### src/rtl/benes_harness_pkg.sv
// Shared types and helpers for the Benes stimulus harness: FSM state
// encoding, reset step values for the channel generators and a table of
// maximal-length Fibonacci LFSR taps indexed by word width.
package benes_harness_pkg;

  // Geometry of the default build (8 channels -> 4 switches per stage).
  localparam int DEF_SIZE       = 8;
  localparam int DEF_SWITCH_NUM = DEF_SIZE / 2;

  // One row of switch settings (one bit per 2x2 switch in a stage).
  typedef logic [DEF_SWITCH_NUM-1:0] row_t;

  typedef enum logic [1:0] {
    IDLE  = 2'd0,
    RUN   = 2'd1,
    FLUSH = 2'd2
  } state_e;

  // Lower half of the channels count up by i+1, upper half count down by
  // (i - size/2 + 1); the caller truncates to the word width.
  function automatic int default_step(input int i, input int size);
    if (i < size / 2) begin
      return i + 1;
    end
    return -(i - size / 2 + 1);
  endfunction

  // Feedback mask: bit k set means register bit k feeds the XOR.
  function automatic logic [63:0] lfsr_taps(input int width);
    case (width)
      3:       return 64'h6;
      4:       return 64'hC;
      5:       return 64'h14;
      6:       return 64'h30;
      7:       return 64'h60;
      8:       return 64'hB8;        // x^8 + x^6 + x^5 + x^4 + 1
      16:      return 64'hB400;
      32:      return 64'h8020_0003;
      default: return (64'h1 << (width - 1)) | 64'h1;
    endcase
  endfunction

endpackage

### src/rtl/benes_chan_gen.sv
// One stimulus channel: a wrapping step counter and a Fibonacci LFSR.
// sample_o is the value the channel takes at the coming edge, so the word
// presented to the network on a RUN cycle is the freshly advanced value.
// The LFSR only advances while selected and running; the counter only
// advances while not selected and running.
module benes_chan_gen
  import benes_harness_pkg::*;
#(
  parameter int                    DATA_WIDTH = 8,
  parameter logic [DATA_WIDTH-1:0] STEP_RST   = '0,
  parameter logic [DATA_WIDTH-1:0] SEED       = DATA_WIDTH'(1)
) (
  input  logic                  clk_i,
  input  logic                  rst_ni,
  input  logic                  run_i,
  input  logic                  prbs_i,
  input  logic                  step_we_i,
  input  logic [DATA_WIDTH-1:0] step_val_i,
  output logic [DATA_WIDTH-1:0] sample_o
);

  localparam logic [DATA_WIDTH-1:0] TAPS = DATA_WIDTH'(lfsr_taps(DATA_WIDTH));

  logic [DATA_WIDTH-1:0] cnt_q, cnt_d;
  logic [DATA_WIDTH-1:0] step_q, step_d;
  logic [DATA_WIDTH-1:0] lfsr_q, lfsr_d;
  logic                  lfsr_fb;

  // Next values: counter wraps modulo 2^DATA_WIDTH, LFSR shifts left.
  always_comb begin
    step_d  = step_we_i ? step_val_i : step_q;
    cnt_d   = (run_i && !prbs_i) ? cnt_q + step_q : cnt_q;
    lfsr_fb = ^(lfsr_q & TAPS);
    lfsr_d  = (run_i && prbs_i) ? {lfsr_q[DATA_WIDTH-2:0], lfsr_fb} : lfsr_q;
  end

  // Channel state registers.
  always_ff @(posedge clk_i or negedge rst_ni) begin
    if (!rst_ni) begin
      cnt_q  <= '0;
      step_q <= STEP_RST;
      lfsr_q <= SEED;
    end else begin
      cnt_q  <= cnt_d;
      step_q <= step_d;
      lfsr_q <= lfsr_d;
    end
  end

  assign sample_o = prbs_i ? lfsr_d : cnt_d;

endmodule

### src/rtl/network_module.sv
// Benes permutation network. Stage s exchanges channel pairs that differ in
// address bit b(s) = 0,1,..,n-1,..,1,0 (n = log2 SIZE); a set switch bit
// crosses its pair. All-zero settings give the identity permutation.
// Routing is combinational at the input, followed by NET_LAT register
// stages, so words already in the pipe are unaffected by setting changes.
module network_module #(
  parameter int  SIZE       = 8,
  parameter int  DATA_WIDTH = 8,
  parameter int  NET_LAT    = 1,
  localparam int LOG2       = $clog2(SIZE),
  localparam int STAGE_NUM  = 2 * LOG2 - 1,
  localparam int SWITCH_NUM = SIZE / 2
) (
  input  logic                                  clk,
  input  logic                                  rst_n,
  input  logic [STAGE_NUM-1:0][SWITCH_NUM-1:0]  sw_cfg_i,
  input  logic [SIZE-1:0][DATA_WIDTH-1:0]       i_port,
  output logic [SIZE-1:0][DATA_WIDTH-1:0]       o_port
);

  logic [SIZE-1:0][DATA_WIDTH-1:0] routed;

  // Walk the stages, swapping each crossed pair in place (pairs are disjoint).
  always_comb begin : route
    logic [SIZE-1:0][DATA_WIDTH-1:0] cur;
    logic [DATA_WIDTH-1:0]           tmp;
    logic [LOG2-1:0]                 lo_i;
    logic [LOG2-1:0]                 hi_i;
    int b;
    int lo;
    cur  = i_port;
    tmp  = '0;
    lo_i = '0;
    hi_i = '0;
    b    = 0;
    lo   = 0;
    for (int s = 0; s < STAGE_NUM; s++) begin
      b = (s < LOG2) ? s : (2 * LOG2 - 2 - s);
      for (int k = 0; k < SWITCH_NUM; k++) begin
        lo   = ((k >> b) << (b + 1)) | (k & ((1 << b) - 1));
        lo_i = LOG2'(lo);
        hi_i = LOG2'(lo + (1 << b));
        if (sw_cfg_i[s][k]) begin
          tmp       = cur[lo_i];
          cur[lo_i] = cur[hi_i];
          cur[hi_i] = tmp;
        end
      end
    end
    routed = cur;
  end

  if (NET_LAT == 0) begin : g_comb
    assign o_port = routed;
  end else begin : g_pipe
    logic [NET_LAT-1:0][SIZE-1:0][DATA_WIDTH-1:0] pipe_q;

    // Output latency pipeline.
    always_ff @(posedge clk or negedge rst_n) begin
      if (!rst_n) begin
        pipe_q <= '0;
      end else begin
        pipe_q[0] <= routed;
        for (int k = 1; k < NET_LAT; k++) begin
          pipe_q[k] <= pipe_q[k-1];
        end
      end
    end

    assign o_port = pipe_q[NET_LAT-1];
  end

endmodule

### src/rtl/benes_stim_harness.sv
// Stimulus/configuration harness around network_module.
// - SIZE channel generators feed the network; IDLE/RUN/FLUSH FSM sequences
//   runs of burst_len words (0 = until stop) and o_valid marks generated
//   words as they leave the network NET_LAT cycles later.
// - Switch settings are written into a shadow bank and copied to the
//   active bank on commit, only while IDLE, so routing never changes under
//   words in flight. A commit seen during RUN/FLUSH is held pending.
// - Config handshake: a shadow row write happens on cycles where
//   cfg_valid && cfg_ready; cfg_ready is low only on the cycle a commit is
//   being applied, which keeps the shadow stable while it is copied.
// Optional feature: macro BENES_HARNESS_PRBS_EN adds prbs_mode[SIZE], which
// switches individual channels from counter to LFSR.
module benes_stim_harness
  import benes_harness_pkg::*;
#(
  parameter int  SIZE       = 8,
  parameter int  DATA_WIDTH = 8,
  parameter int  NET_LAT    = 1,
  localparam int STAGE_NUM  = 2 * $clog2(SIZE) - 1,
  localparam int SWITCH_NUM = SIZE / 2,
  localparam int SW         = $clog2(STAGE_NUM),
  localparam int IDX_W      = $clog2(SIZE)
) (
  input  logic                            clk,
  input  logic                            rst_n,
  input  logic                            cfg_valid,
  output logic                            cfg_ready,
  input  logic [SW-1:0]                   cfg_stage,
  input  logic [SWITCH_NUM-1:0]           cfg_bits,
  input  logic                            cfg_commit,
  input  logic                            step_we,
  input  logic [IDX_W-1:0]                step_idx,
  input  logic [DATA_WIDTH-1:0]           step_val,
`ifdef BENES_HARNESS_PRBS_EN
  input  logic [SIZE-1:0]                 prbs_mode,
`endif
  input  logic                            start,
  input  logic                            stop,
  input  logic [15:0]                     burst_len,
  output logic                            busy,
  output logic                            o_valid,
  output logic [SIZE-1:0][DATA_WIDTH-1:0] o_port
);

  localparam logic [15:0] FLUSH_LAST = 16'((NET_LAT > 0) ? NET_LAT - 1 : 0);

  state_e                                state_q, state_d;
  logic [15:0]                           cnt_q, cnt_d;
  logic                                  run;
  logic [SIZE-1:0]                       prbs_sel;
  logic [SIZE-1:0][DATA_WIDTH-1:0]       gen_word;
  logic [STAGE_NUM-1:0][SWITCH_NUM-1:0]  shadow_q, shadow_d;
  logic [STAGE_NUM-1:0][SWITCH_NUM-1:0]  active_q, active_d;
  logic                                  pend_q, pend_d;
  logic                                  apply;

`ifdef BENES_HARNESS_PRBS_EN
  assign prbs_sel = prbs_mode;
`else
  assign prbs_sel = '0;
`endif

  // FSM state and shared word/flush counter.
  always_ff @(posedge clk or negedge rst_n) begin
    if (!rst_n) begin
      state_q <= IDLE;
      cnt_q   <= '0;
    end else begin
      state_q <= state_d;
      cnt_q   <= cnt_d;
    end
  end

  // Next state: stop beats start; burst end and stop both lead to FLUSH.
  always_comb begin
    state_d = state_q;
    cnt_d   = cnt_q;
    case (state_q)
      IDLE: begin
        cnt_d = '0;
        if (start && !stop) state_d = RUN;
      end
      RUN: begin
        cnt_d = cnt_q + 16'd1;
        if (stop || (burst_len != 16'd0 && cnt_q == burst_len - 16'd1)) begin
          cnt_d   = '0;
          state_d = (NET_LAT == 0) ? IDLE : FLUSH;
        end
      end
      FLUSH: begin
        cnt_d = cnt_q + 16'd1;
        if (cnt_q == FLUSH_LAST) begin
          cnt_d   = '0;
          state_d = IDLE;
        end
      end
      default: begin
        cnt_d   = '0;
        state_d = IDLE;
      end
    endcase
  end

  // FSM outputs.
  always_comb begin
    busy = (state_q != IDLE);
    run  = (state_q == RUN);
  end

  // RUN qualifier delayed to line up with the network output.
  if (NET_LAT == 0) begin : g_vcomb
    assign o_valid = run;
  end else begin : g_vpipe
    logic [NET_LAT-1:0] vpipe_q;

    // Valid shift register, cleared by reset.
    always_ff @(posedge clk or negedge rst_n) begin
      if (!rst_n) begin
        vpipe_q <= '0;
      end else begin
        vpipe_q[0] <= run;
        for (int k = 1; k < NET_LAT; k++) begin
          vpipe_q[k] <= vpipe_q[k-1];
        end
      end
    end

    assign o_valid = vpipe_q[NET_LAT-1];
  end

  // A commit (new or pending) is applied on an IDLE cycle.
  assign apply     = (state_q == IDLE) && (cfg_commit || pend_q);
  assign cfg_ready = !apply;

  // Shadow writes, bank copy and pending-commit tracking.
  always_comb begin
    shadow_d = shadow_q;
    for (int s = 0; s < STAGE_NUM; s++) begin
      if (cfg_valid && cfg_ready && (cfg_stage == SW'(s))) begin
        shadow_d[s] = cfg_bits;
      end
    end
    active_d = apply ? shadow_q : active_q;
    pend_d   = apply ? 1'b0 : (pend_q || cfg_commit);
  end

  // Configuration bank registers.
  always_ff @(posedge clk or negedge rst_n) begin
    if (!rst_n) begin
      shadow_q <= '0;
      active_q <= '0;
      pend_q   <= 1'b0;
    end else begin
      shadow_q <= shadow_d;
      active_q <= active_d;
      pend_q   <= pend_d;
    end
  end

  for (genvar i = 0; i < SIZE; i++) begin : g_chan
    localparam logic [DATA_WIDTH-1:0] STEP_RST = DATA_WIDTH'(default_step(i, SIZE));
    localparam logic [DATA_WIDTH-1:0] SEED     = DATA_WIDTH'(i + 1);

    benes_chan_gen #(
      .DATA_WIDTH (DATA_WIDTH),
      .STEP_RST   (STEP_RST),
      .SEED       (SEED)
    ) u_gen (
      .clk_i      (clk),
      .rst_ni     (rst_n),
      .run_i      (run),
      .prbs_i     (prbs_sel[i]),
      .step_we_i  (step_we && (step_idx == IDX_W'(i))),
      .step_val_i (step_val),
      .sample_o   (gen_word[i])
    );
  end

  network_module #(
    .SIZE       (SIZE),
    .DATA_WIDTH (DATA_WIDTH),
    .NET_LAT    (NET_LAT)
  ) u_net (
    .clk      (clk),
    .rst_n    (rst_n),
    .sw_cfg_i (active_q),
    .i_port   (gen_word),
    .o_port   (o_port)
  );

endmodule

### config.mk
export PLATFORM = sky130hd
export DESIGN_NAME = benes_stim_harness
export DESIGN_NICKNAME = d
export VERILOG_FILES = /design/src/rtl/benes_harness_pkg.sv /design/src/rtl/benes_chan_gen.sv /design/src/rtl/network_module.sv /design/src/rtl/benes_stim_harness.sv
export SDC_FILE = /design/constraint.sdc
export NUM_CORES = 1
export LEC_CHECK = 0
export CAP_MARGIN = 20
export CORE_MARGIN = 8
export CORE_UTILIZATION = 48
export DETAILED_ROUTE_END_ITERATION = 10
export PLACE_DENSITY = 0.67
export SLEW_MARGIN = 20
export SYNTH_ARGS = -nofsm -noshare
export SYNTH_HDL_FRONTEND = slang
export SYNTH_SLANG_ARGS = --single-unit
export TNS_END_PERCENT = 50
### constraint.sdc
create_clock -name clk -period 6.5 [get_ports clk]
set_clock_uncertainty 0.1 [all_clocks]
set_input_delay 1.3 -clock clk [delete_from_list [all_inputs] [get_ports clk]]
set_output_delay 1.3 -clock clk [all_outputs]
set_load 0.1 [all_outputs]
Word-level counts from Yosys, hierarchy flattened:

Cells that the tools add are included.

* flip-flop bits (word level): 252
* input bits: 41
* output and inout port bits: 67
* logic and storage cells: 141

* $add $sub $neg: 10
* eq/ne operators: 17
* muxes and demuxes: 48
* reduce and logical (&&, ||, !) cells: 28

Operators by type and width (count)
* 2-to-1 mux 8 bit: 32
* 2-to-1 mux 16 bit: 10
* adder 8 bit: 8
* case mux 16 bit (2 select lines): 1
* logical AND 1 bit: 17
* adder 16 x 1 -> 16 bit, second input constant: 1
* equality test 16 bit: 1
* logical NOT 16 bit: 1
* nonzero test 16 bit: 1
* subtractor 16 x 1 -> 16 bit, second input constant: 1
* equality test 3 bit, second input constant: 5
* equality test 3 x 2 -> 1 bit, second input constant: 4
* equality test 3 x 1 -> 1 bit, second input constant: 2
* logical NOT 3 bit: 2
* 2-to-1 mux 2 bit: 3
* case mux 2 bit (3 select lines): 1
* inequality test 2 bit, second input constant: 2
* AND reduction 3 bit: 1
* equality test 2 x 1 -> 1 bit, second input constant: 1
* equality test 2 bit, second input constant: 1
* logical NOT 1 bit: 2
* logical NOT 2 bit: 1
* logical OR 1 bit: 2
* inequality test 2 x 1 -> 1 bit, second input constant: 1
* 2 further kinds: 2

Longest topological paths before layout:

Gate-level depths: netlist of run 1.

* word-level depth: 7
* gate-level depth with buffers: 14
* gate-level depth less buffers: 12

Hierarchy:

From an unflattened synthesis of run 1, not the netlist that was laid out.

* cells, all modules: 1845
* area total of the unflattened synthesis: 19467.4 µm²

By module, submodules not included
* network_module: instances 1, cells each 575, area an instance 5211.2 µm²
* benes_chan_gen at g_chan[0].u_gen ...: instances 3, cells each 119, area an instance 1367.6 µm²
* benes_stim_harness: instances 1, cells each 317, area an instance 3294.4 µm²
* benes_chan_gen at g_chan[6].u_gen: instances 1, cells each 119, area an instance 1377.6 µm²
* benes_chan_gen at g_chan[5].u_gen: instances 1, cells each 119, area an instance 1376.3 µm²
* benes_chan_gen at g_chan[7].u_gen: instances 1, cells each 119, area an instance 1373.8 µm²
* benes_chan_gen at g_chan[2].u_gen: instances 1, cells each 119, area an instance 1370.1 µm²
* benes_chan_gen at g_chan[4].u_gen: instances 1, cells each 120, area an instance 1361.3 µm²

Least setup slack after synthesis of run 1:

OpenSTA, ideal clock, no wires.

* path type: input-to-output
* from: input cfg_commit
* to: output cfg_ready
* data arrival time: 2.660 ns
* slack: 2.440 ns
* cell stages on the path: 2
* buffers on the path: 1
* path through: o21ai_1 > clkbuf_1

* cells in the longest elaborated chain, start to end: 3

RTL lines
* start, declared: line benes_stim_harness.sv:30 `input logic cfg_commit,`
* logical OR 1 bit: line benes_stim_harness.sv:132 `assign apply = (state_q == IDLE) && (cfg_commit || pend_q);`
* logical AND 1 bit: line benes_stim_harness.sv:132
* logical NOT 1 bit: line benes_stim_harness.sv:133 `assign cfg_ready = !apply;`
* end, declared: line benes_stim_harness.sv:27 `output logic cfg_ready,`

No other way between the ends.

Final worst setup path of run 1:

Ends and elaborated chain as after synthesis.

==> metrics.cfg, run 1 <==
[cts]
clockBufferDepth=3
cts.clk_slew.worst_paths_ns=0.06
hold_buffers=0
cts_setup_buffers=0
cts.sinks=252
clk_latency_ns=0.55
root_buffer=clkbuf_16
cts_tree=built
cts_resized=0
tritoncts.num_buffers=28
h-tree-depth=1

[global_route]
grt_antenna_before_repair=0
grt_usage_pct=21.71
grt_pass1_wl_um=70790
grt_overflow_total=0
grt_max_degree=132
grt_pass1_vias=12681

[die]
rows=67
die_x_um=200.8
coreArea_um2=33620
ios=108
die_area_um2=40340
die_h_um=200.8
initial_core_util_pct=48.78

[worst_setup_path]
crit_fanout=2
end_kind=output pin
critical_path_class=input pin to output pin
critPathRequiredTime_ns=5.10
startpoint_type=input pin
worstPathArrival_ns=3.25

[final_layout]
area_delta_synth_final_pct=14.61
diodes=0
final_layout_size_suffix_gt1_share_pct=15.39
finalNetCount=1791
fill_cells=2887

[worst_hold_path]
hp-class=flop to flop

[place]
hpwlAfterDp_um=33860
portBuffers=107
place.gp.congestion=1.001

[route]
viasPerCell=5.977
dr.pass1.iters=5
wirelength_um=44950
route.vias.total=12850
final_antenna_net_count=0
drt_iter0_markers=920
routedWlPerCell_um=20.91
route.detailed.drc=0

[logic_synthesis]
avgSynthCellArea_um2=10.16
syn-cell-area_um2=16400
synthTopCellsByArea=dfrtp_1 33%, mux2i_1 13%, mux2_2 9.6%
synth_top_area_share_pct=33.42
synth-seq-area-share_pct=38.70
syn-num-nets=1725
yosysMostFrequentCell=dfrtp_1
synth-edff-count=0
ys_seq_elements=252
ys.flop_type=dfrtp_1
synthArstFlopShare_pct=100.0
syn-instance-count=1614
synth_largest_area_cell=dfrtp_1
ys_types=73
yosys-top-cells-count=219 x dfrtp_1, 215 x mux2i_1, 140 x mux2_2
yosysWarnings=0

[sta]
min_period_ns=4.645
final_max_slew_viol_count=0
worst_pin_slew_ns=1.163
setup_viol=0
hold_violations=0
slew_headroom_pct=20.43
rsz0062_at_grt=false
fin_crit_sh_pct=71.46
tns_ns=0
max_freq_mhz=215.3

[status]
status=finished clean

[run]
drv_cap=0

-- final timing paths --
path | startpoint | cells after the start | end | slack, ns
min reg2reg | shadow_q[3]$_DFFE_PN0P_ | 1 | shadow_q[3]$_DFFE_PN0P_ | 0.40
max in group asynchronous | rst_n | 2 | g_chan[5].u_gen.cnt_q[6]$_DFF_PN0_ | 4.28
min in group asynchronous | rst_n | 1 | shadow_q[3]$_DFFE_PN0P_ | 0.71
min | shadow_q[3]$_DFFE_PN0P_ | 1 | shadow_q[3]$_DFFE_PN0P_ | 0.40
max | cfg_commit | 3 | cfg_ready | 1.85
max reg2reg | state_q[1]$_DFFE_PN0P_ | 11 | u_net.o_port[23]$_DFF_PN0_ | 2.15
-- through the flow --
step / hold WS [ns] / cells / setup slack [ns] / area, µm² / util [%]
3_3_place_gp: 0.3863 / 2098 / 1.866 / 17820 / 53.02
6_report: 0.3997 / 2150 / 1.855 / 18800 / 55.91
5_1_grt: 0.4193 / 2150 / 1.810 / 18800 / 55.91
4_1_cts: 0.4050 / 2150 / 1.862 / 18790 / 55.90
3_5_place_dp: 0.3884 / 2098 / 1.876 / 17820 / 53.02
2_1_floorplan: 0.3614 / 1614 / 2.440 / 16400 / -
-- critical path: stages --
cell and delay [ns]:
clkdlybuf4s50_1 0.44, o21ai_2 0.30, clkdlybuf4s50_1 1.21
-- placed cells by master, fill, tap and decap left out, types with 11 or more instances in the layout --
cell and n:
ha_1 61, nand2_1 62, o21ai_0 60, clkbuf_16 29
nand4_1 11, buf_4 12, xor2_1 22, a211oi_1 35
nor2b_1 28, mux2i_1 215, o31ai_1 15, o21a_1 14
mux2_2 140, inv_1 94, clkdlybuf4s50_1 106, o211ai_1 13
xnor2_1 24, a21o_1 11, nor2_1 111, dfstp_2 33
dfrtp_1 219, nand3_1 32, nor3b_1 13, nand2b_1 22
a21oi_1 57, and2_1 11, nor3_1 43
-- kinds of logic after synthesis --
logic type | count (synthesis) | share of synthesized area [%]
compound gates | 309 | 13.08
buf+inv | 185 | 4.349
fa+ha+maj | 70 | 5.707
xor+xnor | 46 | 2.457
flops | 252 | 38.70
simple gates | 392 | 12.28
mux | 360 | 23.42
-- flip-flops by register name, summed over array words and instances, names as in the netlist --
| register | flops |
|---|---|
| active_q | 20 |
| g_chan.u_gen.cnt_q | 64 |
| u_net.o_port | 64 |
| pend_q | 1 |
| shadow_q | 20 |
| state_q | 2 |
| cnt_q | 16 |
| g_chan.u_gen.step_q | 64 |
| o_valid | 1 |
-- cell type report --
type / instances / area [µm²] / share of cell area (%)
repair buffers: 120 / 1186 / 6.311
clock inverters: 12 / 170.2 / 0.9053
multi-input cells: 1177 / 9355 / 49.77
flip-flops and latches: 252 / 6347 / 33.77
clock buffers: 40 / 797.0 / 4.240
well taps: 448 / 560.5 / 2.982
inverters: 101 / 379.1 / 2.017
-- metal layers --
metal	vias up	part of all wire [%]	global-route usage, %
li1	6044	-	-
met5	-	0	0
met3	90	6.0	3.486
met1	6330	44	28.73
met4	0	3.3	6.623
met2	386	47	36.10
Power of run 1 is left out: the tool's default activity adds up to more than one toggle a clock period on the data nets, which glitch-free logic cannot reach.
==> run 2, diff against run 1 <==
==> constraint.sdc (replaced) <==
create_clock -name clk -period 4.7 [get_ports clk]
set_clock_uncertainty 0.1 [all_clocks]
set_input_delay 0.94 -clock clk [delete_from_list [all_inputs] [get_ports clk]]
set_output_delay 0.94 -clock clk [all_outputs]
set_load 0.1 [all_outputs]
==> run 2 against run 1 <==
Net effect: wire length is 0.91% higher; critical path depth up 7; design area about the same; non-clock buffer count up 8; worst setup slack worse by 1.4 ns; via count hardly changed; critical path type is now flop to flop; largest cell class unchanged; highest routed layer unchanged.
==> metrics.cfg, run 2 (synthesis gave the netlist of run 1 again) <==
[status]
status=finished clean

[route]
dr.pass1.iters=6  ; +1
final_antenna_net_count=0  ; unchanged
viasPerCell=5.962  ; -0.25%
route.vias.total=12860  ; +0.078%
route.detailed.drc=0  ; unchanged
drt_iter0_markers=1042  ; +13%
wirelength_um=45360  ; +0.91%
routedWlPerCell_um=21.03  ; +0.58%

[final_layout]
final_layout_size_suffix_gt1_share_pct=15.68  ; +0.29 points
area_delta_synth_final_pct=14.57  ; about the same
fin_util_pct=55.89  ; about the same
final_common_cell=dfrtp_1
fill_cells=2894  ; +0.24%
final_cell_mix=219 x dfrtp_1, 215 x mux2i_1, 140 x mux2_2
postLayoutCellArea_um2=18790  ; about the same
diodes=0  ; unchanged
finalNetCount=1799  ; +0.45%

[sta]
worst_pin_slew_ns=1.063  ; -0.1003 ns
max_freq_mhz=234.7
min_period_ns=4.260
timing.hold.ws_ns=0.3583  ; -0.04140 ns
setup_viol=0  ; unchanged
final_max_slew_viol_count=0  ; unchanged
slew_headroom_pct=28.47  ; +8.0 points
fin_crit_sh_pct=90.64
tns_ns=0  ; unchanged
hold_violations=0  ; unchanged
rsz0062_at_grt=false

[global_route]
grt_max_degree=119  ; -9.8%
grt_pass1_wl_um=71970  ; +1.7%
grt_overflow_total=0  ; unchanged
grt_pass1_vias=12752  ; +0.56%
grt_antenna_before_repair=1  ; +1
grt_usage_pct=21.90  ; +0.19 points

[cts]
tritoncts.num_buffers=28  ; unchanged
hold_buffers=0  ; unchanged
cts_setup_buffers=0  ; unchanged
h-tree-depth=1  ; unchanged
clk_latency_ns=0.54  ; about the same
clockBufferDepth=3  ; unchanged
cts_resized=0  ; unchanged
root_buffer=clkbuf_16
cts.sinks=252  ; unchanged
cts.clk_slew.worst_paths_ns=0.06  ; about the same
cts_tree=built

[worst_setup_path]
critical_path_class=flop to flop
critPathRequiredTime_ns=4.98  ; -0.12 ns
startpoint_type=flop
rr_worst_depth=10  ; -1
crit-reg2reg-launch=g_chan[1].u_gen.step_q[1]$_DFFE_PN1P_
crit_end=u_net.o_port[7]$_DFF_PN0_
rrSetupSlack_ns=0.44  ; -1.71 ns
cp-startpoint=g_chan[1].u_gen.step_q[1]$_DFFE_PN1P_
worstPathArrival_ns=4.54  ; +1.29 ns
r2r-end=u_net.o_port[7]$_DFF_PN0_
end_kind=flop
crit_fanout=6  ; +4

[place]
portBuffers=107  ; unchanged
placedInstanceArea_um2=17900  ; +0.44%
place.gp.congestion=0.9602  ; -4.1%
hpwlAfterDp_um=34450  ; +1.8%

[die]
ios=108  ; unchanged
rows=67  ; unchanged
initial_core_util_pct=48.78  ; unchanged
die_x_um=200.8  ; unchanged
die_area_um2=40340  ; unchanged
die_h_um=200.8  ; unchanged
coreArea_um2=33620  ; unchanged

[worst_hold_path]
hp-class=input pin to asynchronous set/reset pin

[run]
drv_cap=0  ; unchanged

==> run 2: cell count changes in the layout (fill, tap and decap cells not counted), sizes merged <==
cell           change
buf                +9
clkinvlp           -3
clkdlybuf4s50      -1
bufinv             -3
clkbuf             +1
clkinv             +4
==> run 2: layout make-up <==
class,count,area (µm²),area share (%)
multi-input combinational,1177,9345,49.74
sequential,252,6347,33.78
timing repair buffer,128,1269,6.752
clock buffer,41,810.8,4.315
tap,448,560.5,2.983
inverter,101,379.1,2.018
clock inverter,10,77.57,0.4129
==> run 2: how the worst min path moves through the flow <==
stage                        startpoint                  endpoint  slack [ns]  depth (start not counted)
5_1_grt         shadow_q[1]$_DFFE_PN0P_   active_q[1]$_DFFE_PN0P_        0.42                          1
6_report                          rst_n  shadow_q[18]$_DFFE_PN0P_        0.36                          1
4_1_cts        shadow_q[12]$_DFFE_PN0P_  active_q[12]$_DFFE_PN0P_        0.39                          1
2_1_floorplan          pend_q$_DFF_PN0_          pend_q$_DFF_PN0_        0.36                          2
3_3_place_gp    shadow_q[4]$_DFFE_PN0P_   active_q[4]$_DFFE_PN0P_        0.38                          1
3_5_place_dp    shadow_q[4]$_DFFE_PN0P_   active_q[4]$_DFFE_PN0P_        0.39                          1
==> run 2: layer usage <==
layer	up-vias	routed length (µm)	GRT usage, %
met3	75	2244	2.421
met2	385	21170	36.13
li1	6051	-	-
met4	0	1102	5.440
met1	6349	20850	30.39
met5	-	0	0
==> run 2: critical path: stages, from the launching register on <==
cell and delay, ns:
dfstp_2 0.53, ha_1 0.24, a211oi_1 0.33, o21ai_0 0.23, o31ai_1 0.29, mux2i_1 0.76, mux2i_1 0.16, a2111oi_0 0.71
mux2i_1 0.42, nor3_1 0.27, a211oi_1 0.07
==> run 2: through the flow <==
step | setup WS [ns] | instances
5_1_grt | 0.2932 | 2157
2_1_floorplan | 1.230 | 1614
4_1_cts | 0.6655 | 2157
3_5_place_dp | 0.6164 | 2106
6_report | 0.4398 | 2157
3_3_place_gp | 0.6970 | 2106
Power of run 2 is left out for the same reason.
==> run 3, diff against run 2 <==
--- a/config.mk
+++ b/config.mk
@@ -9,9 +9,10 @@
 export CORE_MARGIN = 8
 export CORE_UTILIZATION = 48
 export DETAILED_ROUTE_END_ITERATION = 10
-export PLACE_DENSITY = 0.67
+export PLACE_DENSITY = 0.66
 export SLEW_MARGIN = 20
 export SYNTH_ARGS = -nofsm -noshare
 export SYNTH_HDL_FRONTEND = slang
+export SYNTH_HIERARCHICAL = 1
 export SYNTH_SLANG_ARGS = --single-unit
 export TNS_END_PERCENT = 50
==> run 3 against run 2 <==
Net effect: core utilization hardly changed; worst setup slack better by 0.52 ns; global-route usage is 1.6 points higher; sequential share of layout area is 1.9 points higher; first-iteration DRC count is 25% higher; cell count is 16% higher; synthesized cell count is 14% higher; register-to-register slack better by 0.52 ns; sequential cell count is 64 higher; critical path type unchanged; largest cell class unchanged.
==> metrics.cfg, run 3 <==
[route]
wirelength_um=56340  ; +24%
route.detailed.drc=0  ; unchanged
drt_iter0_markers=1304  ; +25%
routedWlPerCell_um=22.43  ; +6.6%
route.vias.total=15382  ; +20%
viasPerCell=6.123  ; +2.7%
dr.pass1.iters=6  ; unchanged
final_antenna_net_count=0  ; unchanged

[die]
initial_core_util_pct=48.77  ; about the same
rows=73  ; +9.0%
die_area_um2=47260  ; +17%
coreArea_um2=39910  ; +19%
die_h_um=217.4  ; +8.2%
die_x_um=217.4  ; +8.2%
ios=108  ; unchanged

[logic_synthesis]
yosysWarnings=6  ; +6
ys_seq_elements=316  ; +25%
avgSynthCellArea_um2=10.55  ; +3.8%
synthTopCellsByArea=dfrtp_1 35%, mux2_2 11%, dfstp_2 6.2%
synth-edff-count=0  ; unchanged
ys_types=73  ; unchanged
yosys-top-cells-count=270 x dfrtp_1, 185 x mux2_2, 124 x nand2_1
synth_largest_area_cell=dfrtp_1
yosysMostFrequentCell=dfrtp_1
syn-cell-area_um2=19470  ; +19%
synth-seq-area-share_pct=40.92  ; +2.2 points
ys.flop_type=dfrtp_1
synth_top_area_share_pct=34.71  ; +1.3 points
synthArstFlopShare_pct=100.0  ; unchanged
syn-instance-count=1845  ; +14%

[power_and_ir_drop]
p_switching_mw=8.377
swShare_pct=49.31
clkPwrFrac_pct=17.0
ir_drop_mv=0.5222
combPwrFrac_pct=56.9
pwr-share-seq_pct=26.1
leakage_nw=9.313
intPower_mw=8.612
finalPower_mw=16.99
power_density_nw_per_um2=761.2

[cts]
cts_resized=0  ; unchanged
clk_latency_ns=0.55  ; about the same
cts_tree=built
tritoncts.num_buffers=36  ; +29%
hold_buffers=0  ; unchanged
cts.sinks=316  ; +25%
clockBufferDepth=3  ; unchanged
h-tree-depth=2  ; +1
cts.clk_slew.worst_paths_ns=0.06  ; about the same
cts_setup_buffers=0  ; unchanged
root_buffer=clkbuf_16

[final_layout]
finalNetCount=2071  ; +15%
fin_util_pct=55.92  ; about the same
final_cell_mix=270 x dfrtp_1, 185 x mux2_2, 124 x nand2_1
final_common_cell=dfrtp_1
postLayoutCellArea_um2=22320  ; +19%
fill_cells=3415  ; +18%
diodes=0  ; unchanged
area_delta_synth_final_pct=14.65  ; about the same
final_layout_size_suffix_gt1_share_pct=20.43  ; +4.8 points

[worst_setup_path]
worstPathArrival_ns=4.01  ; -0.53 ns
critical_path_class=flop to flop
startpoint_type=flop
end_kind=flop
crit_fanout=6  ; unchanged
critPathRequiredTime_ns=4.96  ; -0.02 ns

[sta]
setup_ws_ns=0.9559  ; +0.5160 ns
setup_viol=0  ; unchanged
fin_crit_sh_pct=79.66  ; -11 points
hold_violations=0  ; unchanged
rsz0062_at_grt=false
final_max_slew_viol_count=0  ; unchanged
min_period_ns=3.744  ; -0.5160 ns
tns_ns=0  ; unchanged
worst_pin_slew_ns=1.055  ; -0.008402 ns
slew_headroom_pct=29.68  ; +1.2 points
max_freq_mhz=267.1  ; +14%

[global_route]
grt_overflow_total=0  ; unchanged
grt_usage_pct=23.51  ; +1.6 points
grt_antenna_before_repair=1  ; unchanged
grt_pass1_wl_um=87860  ; +22%
grt_pass1_vias=15138  ; +19%
grt_max_degree=114  ; -4.2%

[place]
placedInstanceArea_um2=21090  ; +18%
dp_slack_ns=0.8254  ; +0.2090 ns
hpwlAfterDp_um=41960  ; +22%
place.gp.congestion=0.9682  ; +0.83%
portBuffers=107  ; unchanged

[status]
status=finished clean

[run]
drv_cap=0  ; unchanged

[worst_hold_path]
hp-class=input pin to asynchronous set/reset pin

run 3: final timing paths:
check	from	end	slack [ns]	cells past startpoint
worst max-delay path	g_chan[1].u_gen/step_q[1]$_DFFE_PN1P_	u_net/o_port[29]$_DFF_PN0_	0.96	11
worst min-delay path	rst_n	cnt_q[4]$_DFF_PN0_	0.34	1
worst max register to register	g_chan[1].u_gen/step_q[1]$_DFFE_PN1P_	u_net/o_port[29]$_DFF_PN0_	0.96	11
worst min register to register	shadow_q[6]$_DFFE_PN0P_	active_q[6]$_DFFE_PN0P_	0.40	1
max in group asynchronous	rst_n	g_chan[6].u_gen/step_q[3]$_DFFE_PN1P_	3.06	2
min in group clk	shadow_q[6]$_DFFE_PN0P_	active_q[6]$_DFFE_PN0P_	0.40	1
run 3: cells by family after synthesis:
logic type                 after synthesis  share of synthesized area [%]
other                                    1                        0.01926
DFF                                    316                          40.92
adders and majority gates               70                          4.807
muxes                                  269                          15.71
buffers and inverters                  127                          2.937
and+or+nand+nor                        427                          12.04
AOI/OAI and AO/OA                      532                          18.93
xor gates and xnor gates               103                          4.634
run 3: area by class of cell:
cell class	count	area (µm²)	area share, %
sequential	316	7965	35.69
clock inverter	17	187.7	0.8409
inverter	42	157.7	0.7064
timing repair buffer	123	1231	5.516
clock buffer	48	1037	4.647
multi-input combinational	1441	11080	49.66
tap	525	656.9	2.943
run 3: power groups by stage:
stage               registers [mW]  logic [mW]  clock network (mW)
finish                        4.43        9.67                2.89
floorplan                     5.51        5.80                   0
CTS                           4.43        9.51                2.97
global route                  4.55        10.3                3.07
detailed placement            4.45        9.45                   0
global placement              4.44        9.32                   0
run 3: critical path: stages, from the launching register on:
cell,delay [ns]
dfstp_2,0.53
ha_1,0.24
a211oi_2,0.26
o21bai_1,0.13
a21oi_2,0.15
xnor2_1,0.09
nor2b_4,0.14
a221o_1,0.34
mux2i_1,0.51
o22ai_1,0.17
o32ai_1,0.60
o221ai_1,0.29
run 3: metrics by stage:
step           hold WS [ns]  std cells
4_1_cts              0.4029       2512
2_1_floorplan        0.3568       1884
6_report             0.3439       2512
3_3_place_gp         0.3833       2447
3_5_place_dp         0.3891       2447
5_1_grt              0.4180       2512
run 3: per-layer routing:
layer	wire length, µm	global-route usage [%]
met3	3175	3.703
met1	25300	31.86
met4	1904	7.710
met5	13	0
met2	25940	38.15
(Power assumes the default switching activity.)
